==> config.mk <==
export PLATFORM = sky130hd
export DESIGN_NAME = tiny_gpu_top
export DESIGN_NICKNAME = d
export VERILOG_FILES = /design/src/rtl/tiny_gpu_top.sv
export SDC_FILE = /design/constraint.sdc
export NUM_CORES = 1
export LEC_CHECK = 0
export CAP_MARGIN = 20
export CORE_UTILIZATION = 45
export DETAILED_ROUTE_END_ITERATION = 8
export PLACE_DENSITY = 0.65
export SYNTH_ARGS = -nofsm -noshare
export SYNTH_HDL_FRONTEND = slang
export SYNTH_SLANG_ARGS = --single-unit
==> constraint.sdc <==
create_clock -name clk -period 6.8 [get_ports clk]
set_clock_uncertainty 0.1 [all_clocks]
set_input_delay 1.02 -clock clk [delete_from_list [all_inputs] [get_ports clk]]
set_output_delay 1.02 -clock clk [all_outputs]
set_load 0.005 [all_outputs]
==> src/rtl/tiny_gpu_top.sv <==
// Tiny matrix-vector accelerator: fetches X[4] and W[4][4] over a
// single-outstanding read port, streams Y = W*X one row at a time.
module tiny_gpu_top #(
  parameter int ADDR_WIDTH = 8,
  parameter int DATA_WIDTH = 8,
  parameter int ACC_WIDTH  = 32
) (
  input  logic                  clk,
  input  logic                  rst_n,
  input  logic                  start,
  input  logic [1:0]            op_code,
  input  logic [ADDR_WIDTH-1:0] cfg_data,
  output logic                  m_req_vld,
  input  logic                  m_req_rdy,
  output logic [ADDR_WIDTH-1:0] m_req_addr,
  input  logic                  m_rsp_vld,
  output logic                  m_rsp_rdy,
  input  logic [DATA_WIDTH-1:0] m_rsp_data,
  output logic                  result_vld,
  input  logic                  result_rdy,
  output logic [ACC_WIDTH-1:0]  result_data,
  output logic                  busy
);

  typedef enum logic [2:0] {
    S_IDLE,
    S_X_REQ,
    S_X_WAIT,
    S_W_REQ,
    S_W_WAIT,
    S_OUT
  } state_t;

  localparam logic [1:0] OP_SET_W = 2'b00;
  localparam logic [1:0] OP_SET_X = 2'b01;
  localparam logic [1:0] OP_RUN   = 2'b10;

  state_t                r_state;
  state_t                w_next;
  logic [ADDR_WIDTH-1:0] r_w_base;
  logic [ADDR_WIDTH-1:0] r_x_base;
  logic [1:0]            r_col;
  logic [1:0]            r_row;
  logic [DATA_WIDTH-1:0] r_x [4];
  logic [ACC_WIDTH-1:0]  r_acc;
  logic [ACC_WIDTH-1:0]  r_res;

  logic [ADDR_WIDTH-1:0] w_x_addr;
  logic [ADDR_WIDTH-1:0] w_w_addr;
  logic [ACC_WIDTH-1:0]  w_prod;
  logic [ACC_WIDTH-1:0]  w_sum;
  logic                  w_cmd;

  assign w_cmd    = start && (r_state == S_IDLE);
  assign w_x_addr = r_x_base + ADDR_WIDTH'(r_col);
  assign w_w_addr = r_w_base + ADDR_WIDTH'({r_row, r_col});
  assign w_prod   = ACC_WIDTH'(m_rsp_data) * ACC_WIDTH'(r_x[r_col]);
  assign w_sum    = r_acc + w_prod;

  always_ff @(posedge clk or negedge rst_n) begin
    if (!rst_n) r_state <= S_IDLE;
    else        r_state <= w_next;
  end

  always_comb begin
    w_next     = r_state;
    m_req_vld  = 1'b0;
    m_req_addr = '0;
    m_rsp_rdy  = 1'b0;
    result_vld = 1'b0;
    busy       = 1'b1;
    unique case (r_state)
      S_IDLE: begin
        busy = 1'b0;
        if (w_cmd && op_code == OP_RUN) w_next = S_X_REQ;
      end
      S_X_REQ: begin
        m_req_vld  = 1'b1;
        m_req_addr = w_x_addr;
        if (m_req_rdy) w_next = S_X_WAIT;
      end
      S_X_WAIT: begin
        m_rsp_rdy = 1'b1;
        if (m_rsp_vld)
          w_next = (r_col == 2'd3) ? S_W_REQ : S_X_REQ;
      end
      S_W_REQ: begin
        m_req_vld  = 1'b1;
        m_req_addr = w_w_addr;
        if (m_req_rdy) w_next = S_W_WAIT;
      end
      S_W_WAIT: begin
        m_rsp_rdy = 1'b1;
        if (m_rsp_vld)
          w_next = (r_col == 2'd3) ? S_OUT : S_W_REQ;
      end
      S_OUT: begin
        result_vld = 1'b1;
        if (result_rdy)
          w_next = (r_row == 2'd3) ? S_IDLE : S_W_REQ;
      end
      default: w_next = S_IDLE;
    endcase
  end

  // Column counter wraps 3->0 naturally, so each row restarts at column 0.
  always_ff @(posedge clk or negedge rst_n) begin
    if (!rst_n) begin
      r_w_base <= '0;
      r_x_base <= '0;
      r_col    <= '0;
      r_row    <= '0;
      r_acc    <= '0;
      r_res    <= '0;
      for (int i = 0; i < 4; i++) r_x[i] <= '0;
    end else begin
      unique case (r_state)
        S_IDLE: begin
          if (w_cmd) begin
            unique case (op_code)
              OP_SET_W: r_w_base <= cfg_data;
              OP_SET_X: r_x_base <= cfg_data;
              OP_RUN: begin
                r_col <= '0;
                r_row <= '0;
                r_acc <= '0;
              end
              default: ;
            endcase
          end
        end
        S_X_WAIT: begin
          if (m_rsp_vld) begin
            r_x[r_col] <= m_rsp_data;
            r_col      <= r_col + 2'd1;
          end
        end
        S_W_WAIT: begin
          if (m_rsp_vld) begin
            r_col <= r_col + 2'd1;
            if (r_col == 2'd3) begin
              r_res <= w_sum;
              r_acc <= '0;
            end else begin
              r_acc <= w_sum;
            end
          end
        end
        S_OUT: begin
          if (result_rdy) r_row <= r_row + 2'd1;
        end
        default: ;
      endcase
    end
  end

  assign result_data = r_res;

endmodule

# Word level (Yosys, flattened, before mapping)
# Index checks and enable logic that the tools add are counted.
[word_totals] regBits=119 in_bits=24 output_inout_bits=44 word_cells=88
[classes] n_addsub=5 n_mul=1 n_lt_le_gt_ge=2 n_eq_ne=18 muxes=32 bitwise_logic=1 reduce_logical=18
[ops] operator="two-way mux 32 bit" n=4
[ops] operator="one-hot mux 32 bit (2 select lines)" n=1
[ops] operator="adder 32 x 16 -> 32 bit" n=1
[ops] operator="bitwise mux 32 bit" n=1
[ops] operator="two-way mux 8 bit" n=3
[ops] operator="two-way mux 3 bit" n=7
[ops] operator="one-hot mux 3 bit (6 select lines)" n=1
[ops] operator="binary-select mux 8 bit (select 2 bit)" n=1
[ops] operator="demux 8 bit (select 2 bit)" n=1
[ops] operator="multiplier 8 x 8 -> 16 bit" n=1
[ops] operator="one-hot mux 8 bit (2 select lines)" n=1
[ops] operator="two-way mux 2 bit" n=6
[ops] operator="inequality test 2 bit (second input constant)" n=6
[ops] operator="AND reduction 4 bit" n=3
[ops] operator="AND reduction 3 bit" n=3
[ops] operator="adder 8 x 2 -> 8 bit" n=1
[ops] operator="adder 8 x 4 -> 8 bit" n=1
[ops] operator="one-hot mux 2 bit (2 select lines)" n=2
[ops] operator="== test 2 bit (second input constant)" n=3
[ops] operator="== test 3 x 2 -> 1 bit (second input constant)" n=2
[ops] operator="== test 3 bit (second input constant)" n=2
[ops] operator="inequality test 2 x 1 -> 1 bit (second input constant)" n=3
[ops] operator="AND reduction 6 bit" n=1
[ops] operator="nonzero test 2 bit" n=3
[ops] operator="12 further kinds" n=19

# Logic depth before layout (Yosys ltp)
# Gate-level depths: netlist of run 1.
[logic_depth] word_depth=9 ltp_mapped=21 depth_no_buf=18

# Worst setup path after synthesis of run 1
# No wires, ideal clock.
[synth_path] kind="register -> register" start="reg r_col[0]" end="reg r_res[25] (netlist: result_data[25])" setup_time_ns=0.133 arrival_ns=5.328 required_time_ns=6.567 slack_ns=1.239 stages_incl_launch_ff=19 path_buffers=2 synth_period_minus_slack_ns=5.561 cell_sequence="dfrtp_1 buf_2 mux4_2 and2_1 fa_1 fa_1 fa_1 inv_1 fa_1 inv_1 ha_1 buf_2 a21oi_1 o31ai_2 a221o_2 a21oi_1 nor2_1 xnor2_1 o21ai_0"
[synth_via] elab_chain_cells=6 word_cells_on_any_way=8 classes_between="add/sub: 1; mul: 1; eq/ne: 1; mux: 3; bitwise: 1; reduce/logical: 1"
[synth_lines] element="from (decl)" line_no="42" source="logic [1:0] r_col;"
[synth_lines] element="from (signal assigned)" line_no="135" source="r_col <= r_col + 2'd1;"
[synth_lines] element="from (signal assigned)" line_no="140" source="r_col <= r_col + 2'd1;"
[synth_lines] element="inverter 2 -> 3 bit (not written as such)" line_no="57" source="assign w_prod = ACC_WIDTH'(m_rsp_data) * ACC_WIDTH'(r_x[r_col]);"
[synth_lines] element="binary-select mux 8 bit (select 2 bit)" line_no="57"
[synth_lines] element="two-way mux 8 bit (not written as such) (2 in a row)" line_no="57"
[synth_lines] element="multiplier 8 x 8 -> 16 bit" line_no="57"
[synth_lines] element="adder 32 x 16 -> 32 bit" line_no="58" source="assign w_sum = r_acc + w_prod;"
[synth_lines] element="to (signal assigned)" line_no="142" source="r_res <= w_sum;"
[synth_lines] element="to (decl)" line_no="46" source="logic [ACC_WIDTH-1:0] r_res;"
# Parallel ways exist; a longest one is shown, timed or not. The select of a mux whose other input is x is not followed.
# A chain may end at the register's enable or synchronous reset.

# Final worst setup path of run 1
# Same ends and word-level chain as after synthesis.

==> results of run 1 <==
## state kept, by name, summed over array words and instances, names as in the netlist
name         count
r_acc           32
r_col            2
r_row            2
r_state          3
r_w_base         8
r_x             32
r_x_base         8
result_data     32
## per-stage QoR
stage,area [µm²],utilization [%],instances,hold slack [ps],setup slack (ps)
finish,9920,54.7,1123,375,775
global placement,9230,50.8,1090,366,504
CTS,9900,54.5,1122,383,735
detailed placement,9230,50.8,1090,370,458
global route,9920,54.7,1123,408,423
floorplan,8400,-,829,356,1240
## how the worst max path moves through the flow
stage                      end
6_report       result_data[25]
5_1_grt              r_acc[28]
4_1_cts        result_data[25]
3_5_place_dp   result_data[25]
3_3_place_gp   result_data[25]
2_1_floorplan  result_data[25]
## routing by layer
metal,track usage [%],part of all wire (%),vias to the layer above
li1,-,-,2862
met5,0,0,-
met3,4.04,3.9,19
met2,35.0,49,106
met1,26.2,46,2933
met4,6.32,1.3,0
## tightest hold or removal path: stages, from the launching register on
cell and delay, ps:
dfrtp_1 340, nand2_1 40, o21ai_0 60
## kinds of logic after synthesis
logic type | after synthesis | synth area share, %
adder cells (fa/ha/maj) | 104 | 20.1
multiplexers | 73 | 10.8
XOR/XNOR | 40 | 4.17
AO/OA/AOI/OAI | 138 | 10.4
buffers and inverters | 140 | 6.42
flip-flops | 119 | 35.4
AND/OR/NAND/NOR | 215 | 12.6
## area by class of cell
class / instances / share of cell area (%)
multi-input cells: 570 / 49.2
clock buffers: 19 / 4.56
repair buffers: 72 / 7.31
clock inverters: 13 / 2.18
inverters: 101 / 3.82
flip-flops and latches: 119 / 30.0
well taps: 229 / 2.89
## layout by cell type (no fill, tap or decap), types with 25 or more instances in the layout
master / count
clkdlybuf4s50_1: 66
and2_1: 40
fa_1: 52
nand2_1: 90
inv_1: 101
nor2_1: 25
dfrtp_1: 119
o21ai_0: 50
a21oi_1: 25
ha_1: 52
mux2_2: 63
==> results.tsv, run 1 <==
metric	value	unit
Starting Density	46.3	%
CTS buffer count	17	
TritonCTS clock tree	yes	
Die Span X	139	µm
GRT Total Usage	20.4	%
final net count	1009	
slowest stage delay, CP	700	ps
row cnt	49	
setup violators final	0	
CTS Hold Bufs	0	
crit path buf inv count	2	
Worst path depth	16	
Core Footprint	0.0181	mm²
Synth top cells by count	119 x dfrtp_1, 101 x inv_1, 90 x nand2_1, 63 x mux2_2	
number of flops mapped to enable cells by yosys	0	
share of the synthesized area in the top cell type	35.4	%
total congestion overflow	0	
GPL Wtd Cong	0.833	
post-CTS sizing	0	
worst hold path endpoint	result_data[21]	
DR vias/cell	5.27	
TritonCTS sink count	119	
CP delay by family, top	adder cells	
first-pass GRT wire length	31100	µm
postcts setup bufs	0	
Post-route DRC	5	
failing checks	DRC	
largest net degree at the start of global routing	70	
slowest CP cell	dfrtp_1	
post-synth top area cell	dfrtp_1	
Crit. Startpoint	r_col[0]	
drt wl/cell	15.5	µm
Clock Path Buffers	2	
initial antenna violation count	0	
final WL	17400	µm
crit share post-route	88.6	%
Worst EP required	6980	ps
Worst R2R Path Depth	16	
Mapped Cells	829	
largest cells by area after synthesis	dfrtp_1 35%, fa_1 12%, mux2_2 8.4%	
vias in the first global route	6298	
crit start category	flip-flop	
FF-to-FF Start	r_col[0]	
WHS Path Cells	2	
Slew headroom	41.6	%
crit end category	flip-flop	
Syn. warnings	0	
root buf cell	clkbuf_16	
Critical Path AT	6210	ps
worst skew pair latency	430	ps
worst reg2reg setup slack	780	ps
# diodes	0	
Hold Crit Class	flip-flop to flip-flop	
Post-Syn Nets	957	
minimum clock period	6020	ps
via count	5920	
sequential element share of the synthesized area	35.4	%
highest clock rate	166	MHz
post-synth cell types	56	
DP Wirelength	12800	µm
input/output buffers	67	
multi-input logic area	0.00488	mm²
Mapped Area	0.00840	mm²
dominant synthesized flop cell	dfrtp_1	
Final Max Slew Viols	0	
worst-path fanout max	9	
final hold viol count	0	
Layout area overhead	18.1	%
CTS H-tree lvls	4	
initial DRC count	245	
DRT antenna net count	0	
RR Endpoint	result_data[25]	
most common cell in the netlist	dfrtp_1	
CP Class	flip-flop to flip-flop	
hold path start	result_data[21]	
fill count	1593	
unrepaired setup endpoints after global routing	no	
Most Frequent Cell on Critical Path	fa_1	
die footprint	0.0192	mm²
DRT Pass-1 Iters	8	
Worst-path clk slew	60	ps
status	finished, violations left	
FF/Latch Area	0.00298	mm²
worst-margin pin slew	875	ps
Cell Chain, Critical Path	mux4_2, and2_1, fa_1, fa_1, fa_1, inv_1, fa_1, inv_1, ha_1, a21oi_1, o21ai_0, a221o_2, a21oi_1, nor2_1, xnor2_1, o21ai_0	
#FFs+latches synth	119	
I/O pins	68	
share of layout cells above drive strength 1	13.4	%
TNS Setup	0	ps
max-cap viol count	0	
syn_area_per_cell	10.1	µm²
Die Span Y	139	µm
Post-synth ARST share	100	%
Power of run 1 is left out: the tool's default activity adds up to more than one toggle a clock period on the data nets, which glitch-free logic cannot reach.
==> run 2: changes to the inputs <==
- SKIP_LAST_GASP: unset -> 1
==> results of run 2 <==
Same layout as run 1: the final DEF is identical, and so are final timing and power.
Power of run 2 is left out for the same reason.
